`src/rtl/door_sequencer.sv`:
```
// door_sequencer: elevator door phase sequencer (open, hold, close) that
// drives the shared seconds counter through a tmr_en/tmr_seconds handshake.
// Every phase is preceded by a one-cycle ARM state with tmr_en low, so the
// counter is cleared and tmr_done is low before that phase starts.
// Outputs are registered Moore outputs decoded from the next state, so
// tmr_en and the motor drives never glitch.
module door_sequencer #(
    parameter logic [7:0] OPEN_TIME  = 8'd2,
    parameter logic [7:0] HOLD_TIME  = 8'd5,
    parameter logic [7:0] CLOSE_TIME = 8'd2,
    parameter int         MAX_REOPEN = 3
) (
    input  logic       slowclk,
    input  logic       reset,
    input  logic       open_req,
    input  logic       close_req,
    input  logic       obstruct,
    input  logic       tmr_done,
    output logic       tmr_en,
    output logic [7:0] tmr_seconds,
    output logic       motor_open,
    output logic       motor_close,
    output logic       door_open,
    output logic       door_closed,
    output logic       busy,
    output logic       fault
);

    localparam logic [3:0] MAX_CNT = 4'(MAX_REOPEN);

    typedef enum logic [2:0] {
        ST_IDLE      = 3'd0,
        ST_ARM_OPEN  = 3'd1,
        ST_OPENING   = 3'd2,
        ST_ARM_HOLD  = 3'd3,
        ST_HOLD      = 3'd4,
        ST_ARM_CLOSE = 3'd5,
        ST_CLOSING   = 3'd6,
        ST_FAULT     = 3'd7
    } state_t;

    state_t     r_state;
    state_t     w_next;
    logic [3:0] r_reopen_cnt;
    logic [3:0] w_reopen_next;

    // Interval loaded for a state: the ARM state already presents the value
    // of the phase it arms, so tmr_seconds is stable before tmr_en rises.
    function automatic logic [7:0] seconds_for(input state_t s);
        case (s)
            ST_ARM_OPEN, ST_OPENING: seconds_for = OPEN_TIME;
            ST_ARM_HOLD, ST_HOLD:    seconds_for = HOLD_TIME;
            ST_ARM_CLOSE, ST_CLOSING: seconds_for = CLOSE_TIME;
            default:                 seconds_for = 8'd0;
        endcase
    endfunction

    // Next-state and reopen-count logic, conditions in priority order.
    always_comb begin
        w_next        = r_state;
        w_reopen_next = r_reopen_cnt;
        case (r_state)
            ST_IDLE: begin
                w_reopen_next = 4'd0;
                if (open_req) w_next = ST_ARM_OPEN;
            end
            ST_ARM_OPEN:  w_next = ST_OPENING;
            ST_OPENING: begin
                if (tmr_done) w_next = ST_ARM_HOLD;
            end
            ST_ARM_HOLD:  w_next = ST_HOLD;
            ST_HOLD: begin
                // A person in the doorway or a fresh open request restarts the hold.
                if (obstruct || open_req)       w_next = ST_ARM_HOLD;
                else if (close_req || tmr_done) w_next = ST_ARM_CLOSE;
            end
            ST_ARM_CLOSE: w_next = ST_CLOSING;
            ST_CLOSING: begin
                // Obstruction outranks both open_req and a coincident tmr_done.
                if (obstruct) begin
                    if (r_reopen_cnt == MAX_CNT) begin
                        w_next = ST_FAULT;
                    end else begin
                        w_next        = ST_ARM_OPEN;
                        w_reopen_next = r_reopen_cnt + 4'd1;
                    end
                end else if (open_req) begin
                    w_next = ST_ARM_OPEN;
                end else if (tmr_done) begin
                    w_next        = ST_IDLE;
                    w_reopen_next = 4'd0;
                end
            end
            ST_FAULT:     w_next = ST_FAULT;
            default:      w_next = ST_IDLE;
        endcase
    end

    // State, reopen count and Moore outputs registered from the next state.
    always_ff @(posedge slowclk or posedge reset) begin
        if (reset) begin
            r_state      <= ST_IDLE;
            r_reopen_cnt <= 4'd0;
            tmr_en       <= 1'b0;
            tmr_seconds  <= 8'd0;
            motor_open   <= 1'b0;
            motor_close  <= 1'b0;
            door_open    <= 1'b0;
            door_closed  <= 1'b1;
            busy         <= 1'b0;
            fault        <= 1'b0;
        end else begin
            r_state      <= w_next;
            r_reopen_cnt <= w_reopen_next;
            tmr_en       <= (w_next == ST_OPENING) || (w_next == ST_HOLD) ||
                            (w_next == ST_CLOSING);
            tmr_seconds  <= seconds_for(w_next);
            motor_open   <= (w_next == ST_OPENING);
            motor_close  <= (w_next == ST_CLOSING);
            door_open    <= (w_next == ST_ARM_HOLD) || (w_next == ST_HOLD) ||
                            (w_next == ST_ARM_CLOSE) || (w_next == ST_FAULT);
            door_closed  <= (w_next == ST_IDLE);
            busy         <= (w_next != ST_IDLE);
            fault        <= (w_next == ST_FAULT);
        end
    end

endmodule
```
`config.mk`:
```
export PLATFORM = sky130hd
export DESIGN_NAME = door_sequencer
export DESIGN_NICKNAME = d
export VERILOG_FILES = /design/src/rtl/door_sequencer.sv
export SDC_FILE = /design/constraint.sdc
export NUM_CORES = 1
export LEC_CHECK = 0
export ABC_AREA = 1
export BUFFER_PORTS_ARGS = -buffer_cell sky130_fd_sc_hd__buf_4
export CAP_MARGIN = 40
export CORE_MARGIN = 8
export CORE_UTILIZATION = 51
export CTS_CLUSTER_DIAMETER = 100
export DETAILED_ROUTE_END_ITERATION = 10
export PLACE_DENSITY = 0.77
export SLEW_MARGIN = 20
export SYNTH_ARGS = -nofsm -noshare
export SYNTH_HDL_FRONTEND = slang
export SYNTH_SLANG_ARGS = --single-unit
```
`constraint.sdc`:
```
create_clock -name slowclk -period 1.7 [get_ports slowclk]
set_input_delay 0.17 -clock slowclk [delete_from_list [all_inputs] [get_ports slowclk]]
set_output_delay 0.17 -clock slowclk [all_outputs]
set_load 0.1 [all_outputs]
```
==> results.txt <==
- The tightest min-delay check is of the in -> reg type.
- Clock-pin slew was measured on the worst setup and hold paths at 100 ps.
- Weighted congestion at the end of routability-driven global placement: 0.8243
- Headroom to the max-slew limit came out at 60.58%.
- The worst setup path is captured at a register.
- At the worst endpoint, the arrival time is approximately 1800 ps.
- The slowest stage of the critical path belongs to the cell sky130_fd_sc_hd__dfrtp_1.
- Routed length on met2: a little over 900 um
* Starting utilization of the core area: 52.27%
* Nature of the critical path startpoint: register
- Summed over all instances, the cell type with the most area after synthesis is sky130_fd_sc_hd__dfrtp_1.
* Chip width: around 57 um
- The flow ran to the end, and the final reports show no timing, DRC or antenna violations.
- Buffers & Inverters on Critical Path: 1
* Maximum fanout count along the critical path: 6
- Portion of the post-synthesis area used by sequential elements: 46.52%
* Crit path largest cell delay: around 400 ps
* Number of placed instances with taps included: 137
- Slew of the pin with the lowest slew margin: approximately 590 ps
- Simple-gate share of the synthesized area: 26.67%
- Summing the areas of all compound-gate instances in the mapped netlist gives 6.232% of the synthesized area.
- After synthesis, the largest family of logic cells by area is simple AND/OR/NAND/NOR gates.
- After detailed routing, the average wire length per cell comes to 12.01 um.
- The worst path in the final design needs a cycle of 1592 ps, including I/O delays and setup.
- Counting flops with an async set or reset pin after synthesis yields a share of between 90% and 100%.
- Summing the areas of all xor and xnor instances in the mapped netlist gives 2.029% of the synthesized area.
* Largest net degree at the start of global routing: 17
- After detailed routing, the number of remaining DRC violations is 0.
* Critical Path RT: between 1500 and 2000 ps
- For this run the aggregate overflow at the end of global routing stands at 0.
- Wires add up to 1729 um.
- Die area: 3266 um2
- By area the synthesized netlist is led by sky130_fd_sc_hd__dfrtp_1 (43%), sky130_fd_sc_hd__nand2_1 (12%), sky130_fd_sc_hd__ha_1 (7.2%), sky130_fd_sc_hd__nand3_1 (6.4%), sky130_fd_sc_hd__buf_4 (5.2%).
- The final route contains just over 700 vias.
* Post-synth top area share: a little over two fifths
- The routed design uses 65 um of met3 wire.
- The signal on the critical path passes through ha_2 -> nand3_1 -> nand3_1 -> nand2_1 -> nand2_2 -> inv_1 -> ha_1 -> o21ai_1 -> nand2_1.
- Vias in the first global route: around 700
- Yosys printed 0 warnings.
* Most common cell in the netlist: sky130_fd_sc_hd__nand2_1
- In this run the cell area of the synthesized design comes to 863.3 um2.
* Maximum number of buffers from clock root to sink: 2
- Across every metal layer, demand over resource in global routing totals between 10% and 20%.
- Post-Synthesis Mean Instance Area: around 8.2 um2
- Yosys mapped a number of flops with a built-in enable equal to 0.
- Synth cell types: 18
- The worst setup path is of the reg -> reg kind.
* Mux cell area share after synthesis: 0%
- Of the cells placed in the final design, the portion with a size suffix greater than 1 is ~28%.
- 0 antenna diodes ended up in the layout.
- Launch point of the worst path: r_reopen_cnt[0]
- After detailed routing, the number of vias per cell comes to about 4.9.
- Number of sinks on the clock net: 16
* Number of standard-cell rows in the floorplan: 15
- Final period utilization: 93.64%
- The worst register-to-register path has a depth of 9.
- Antenna violations before repair: 0
- Commonest cells post-synth: sky130_fd_sc_hd__nand2_1 (28), sky130_fd_sc_hd__dfrtp_1 (15), sky130_fd_sc_hd__nand3_1 (11), sky130_fd_sc_hd__inv_1 (10), sky130_fd_sc_hd__nor2_1 (9)
* Main synth FF type: sky130_fd_sc_hd__dfrtp_1
- Family with the most delay on the worst path: simple AND/OR/NAND/NOR gates
- R2r setup slk: 110 ps
- Buffers on Ports: 15
- The critical path crosses 9 cells after its start point.
- Derived from the worst setup path, the maximum achievable clock frequency is 628.2 MHz.
- Relative to the synthesized area, the layout overhead comes to 21.45%.
* Iteration count of the initial detailed-routing pass: 4
- FF-to-FF End: tmr_en
- The number of failing hold endpoints at the final stage was 0.
* Wire length on met1: 740 um
- The wire-length estimate of the detail-placed layout is around 1300 um.
- Number of maximum-capacitance constraint violations: 0
- Pins Over Slew Limit: 0
- The root buffer cell chosen for the clock tree is sky130_fd_sc_hd__clkbuf_4.
- For this design the top-level I/O count stands at 21.
- Number of synthesized register bits: 16
- Height of the die: approximately 57 um
* Worst setup path endpoint: tmr_en
* Antenna-violating nets left: 0
- Final Skew: 11.25 ps
- H-tree lvl count: 1
- Area of the core: 1652 um2
- Non-filler cells, final: 144
* Count of mapped cells out of synthesis: 105
- The filler cells instantiated in the layout total roughly 150.
- Startpoint of the worst register-to-register path: r_reopen_cnt[0]
* Cts bufs inserted: 3
- Initial drt markers: 10
- Worst-Skew Late Latency: roughly 290 ps
- After the last flow step, the layout net total stands at 139.
* Highest routed metal layer: met4
- CTS tree: yes
* Number of failing setup endpoints in the final timing report: 0
* Post-Synth Adder-Cell Area: 7.246%
- First-pass GRT wire length: 2870 um
==> metal layers <==
layer,global-route usage [%],vias up
met5,0,-
met4,4.362,0
met3,2.882,2
met2,17.83,15
met1,12.52,326
li1,-,361
==> worst min-delay path by stage <==
| stage | endpoint | cells after the start | slack [ps] | startpoint |
|---|---|---|---|---|
| 2_1_floorplan | busy | 1 | 80 | reset |
| 3_3_place_gp | r_reopen_cnt[3] | 2 | 270 | reset |
| 3_5_place_dp | r_reopen_cnt[3] | 2 | 280 | reset |
| 4_1_cts | r_reopen_cnt[1] | 3 | 190 | obstruct |
| 5_1_grt | r_reopen_cnt[3] | 3 | 210 | obstruct |
| 6_report | r_reopen_cnt[1] | 3 | 190 | obstruct |
==> cell usage in the layout, fill, tap and decap left out, types with 4 or more instances in the layout <==
cell type,Yosys,layout
sky130_fd_sc_hd__ha_1,5,4
sky130_fd_sc_hd__dfrtp_1,15,15
sky130_fd_sc_hd__conb_1,1,5
sky130_fd_sc_hd__nand2_1,28,27
sky130_fd_sc_hd__inv_1,10,10
sky130_fd_sc_hd__nor2_1,9,9
sky130_fd_sc_hd__nand2_2,4,5
sky130_fd_sc_hd__buf_4,6,19
sky130_fd_sc_hd__nand3_1,11,11
sky130_fd_sc_hd__o21ai_1,3,4
==> cells by family (layout without fill, tap and decap cells) <==
kind of cell	count (synthesis)	in the layout
AOI/OAI and AO/OA	9	9
xor gates and xnor gates	2	2
adders and majority gates	5	5
buffers and inverters	19	37
DFF	16	16
other	1	5
and+or+nand+nor	53	53
==> timing repair <==
action | 4_1_cts | 5_1_grt
hold buffers | 1 | 0
endpoints found under the hold margin | 15 | 0
resized for setup | 0 | 3
setup buffers | 0 | 2
endpoints found under the setup margin | 0 | 3
==> worst min-delay path, stage by stage <==
cell                      delay [ps]
sky130_fd_sc_hd__buf_4           140
sky130_fd_sc_hd__nand3_1          80
sky130_fd_sc_hd__o21ai_1          60
==> sequential cells by signal, summed over array words and instances (netlist names) <==
name	cells
tmr_en	1
fault	1
door_open	1
motor_open	1
tmr_seconds	2
door_closed	1
busy	1
r_reopen_cnt	4
r_state	3
motor_close	1
==> final cells by class <==
cell class	count	area, um2	area share, %
Clock buffer	4	36.28	3.461
Inverter	13	48.80	4.654
Multi-Input combinational cell	74	387.9	36.99
Sequential cell	16	401.6	38.31
Tap cell	17	21.27	2.029
Timing Repair Buffer	20	152.6	14.56
==> metrics by stage <==
stage | util [%] | TNS [ps] | instance area (um2) | hold slack, ps | setup slack [ps]
3_5_place_dp | 59.47 | 0 | 982.2 | 276.2 | 50.46
6_report | 63.48 | 0 | 1049 | 188.8 | 108.1
2_1_floorplan | - | 0 | 878.3 | 83.02 | 197.4
4_1_cts | 62.27 | 0 | 1028 | 190.1 | 40.48
3_3_place_gp | 59.47 | 0 | 982.2 | 267.4 | 113.9
5_1_grt | 63.48 | -46.55 | 1049 | 213.9 | -28.56
Power is not shown: default switching activity piles up to over one toggle a cycle in this logic, so the estimate is an artifact.
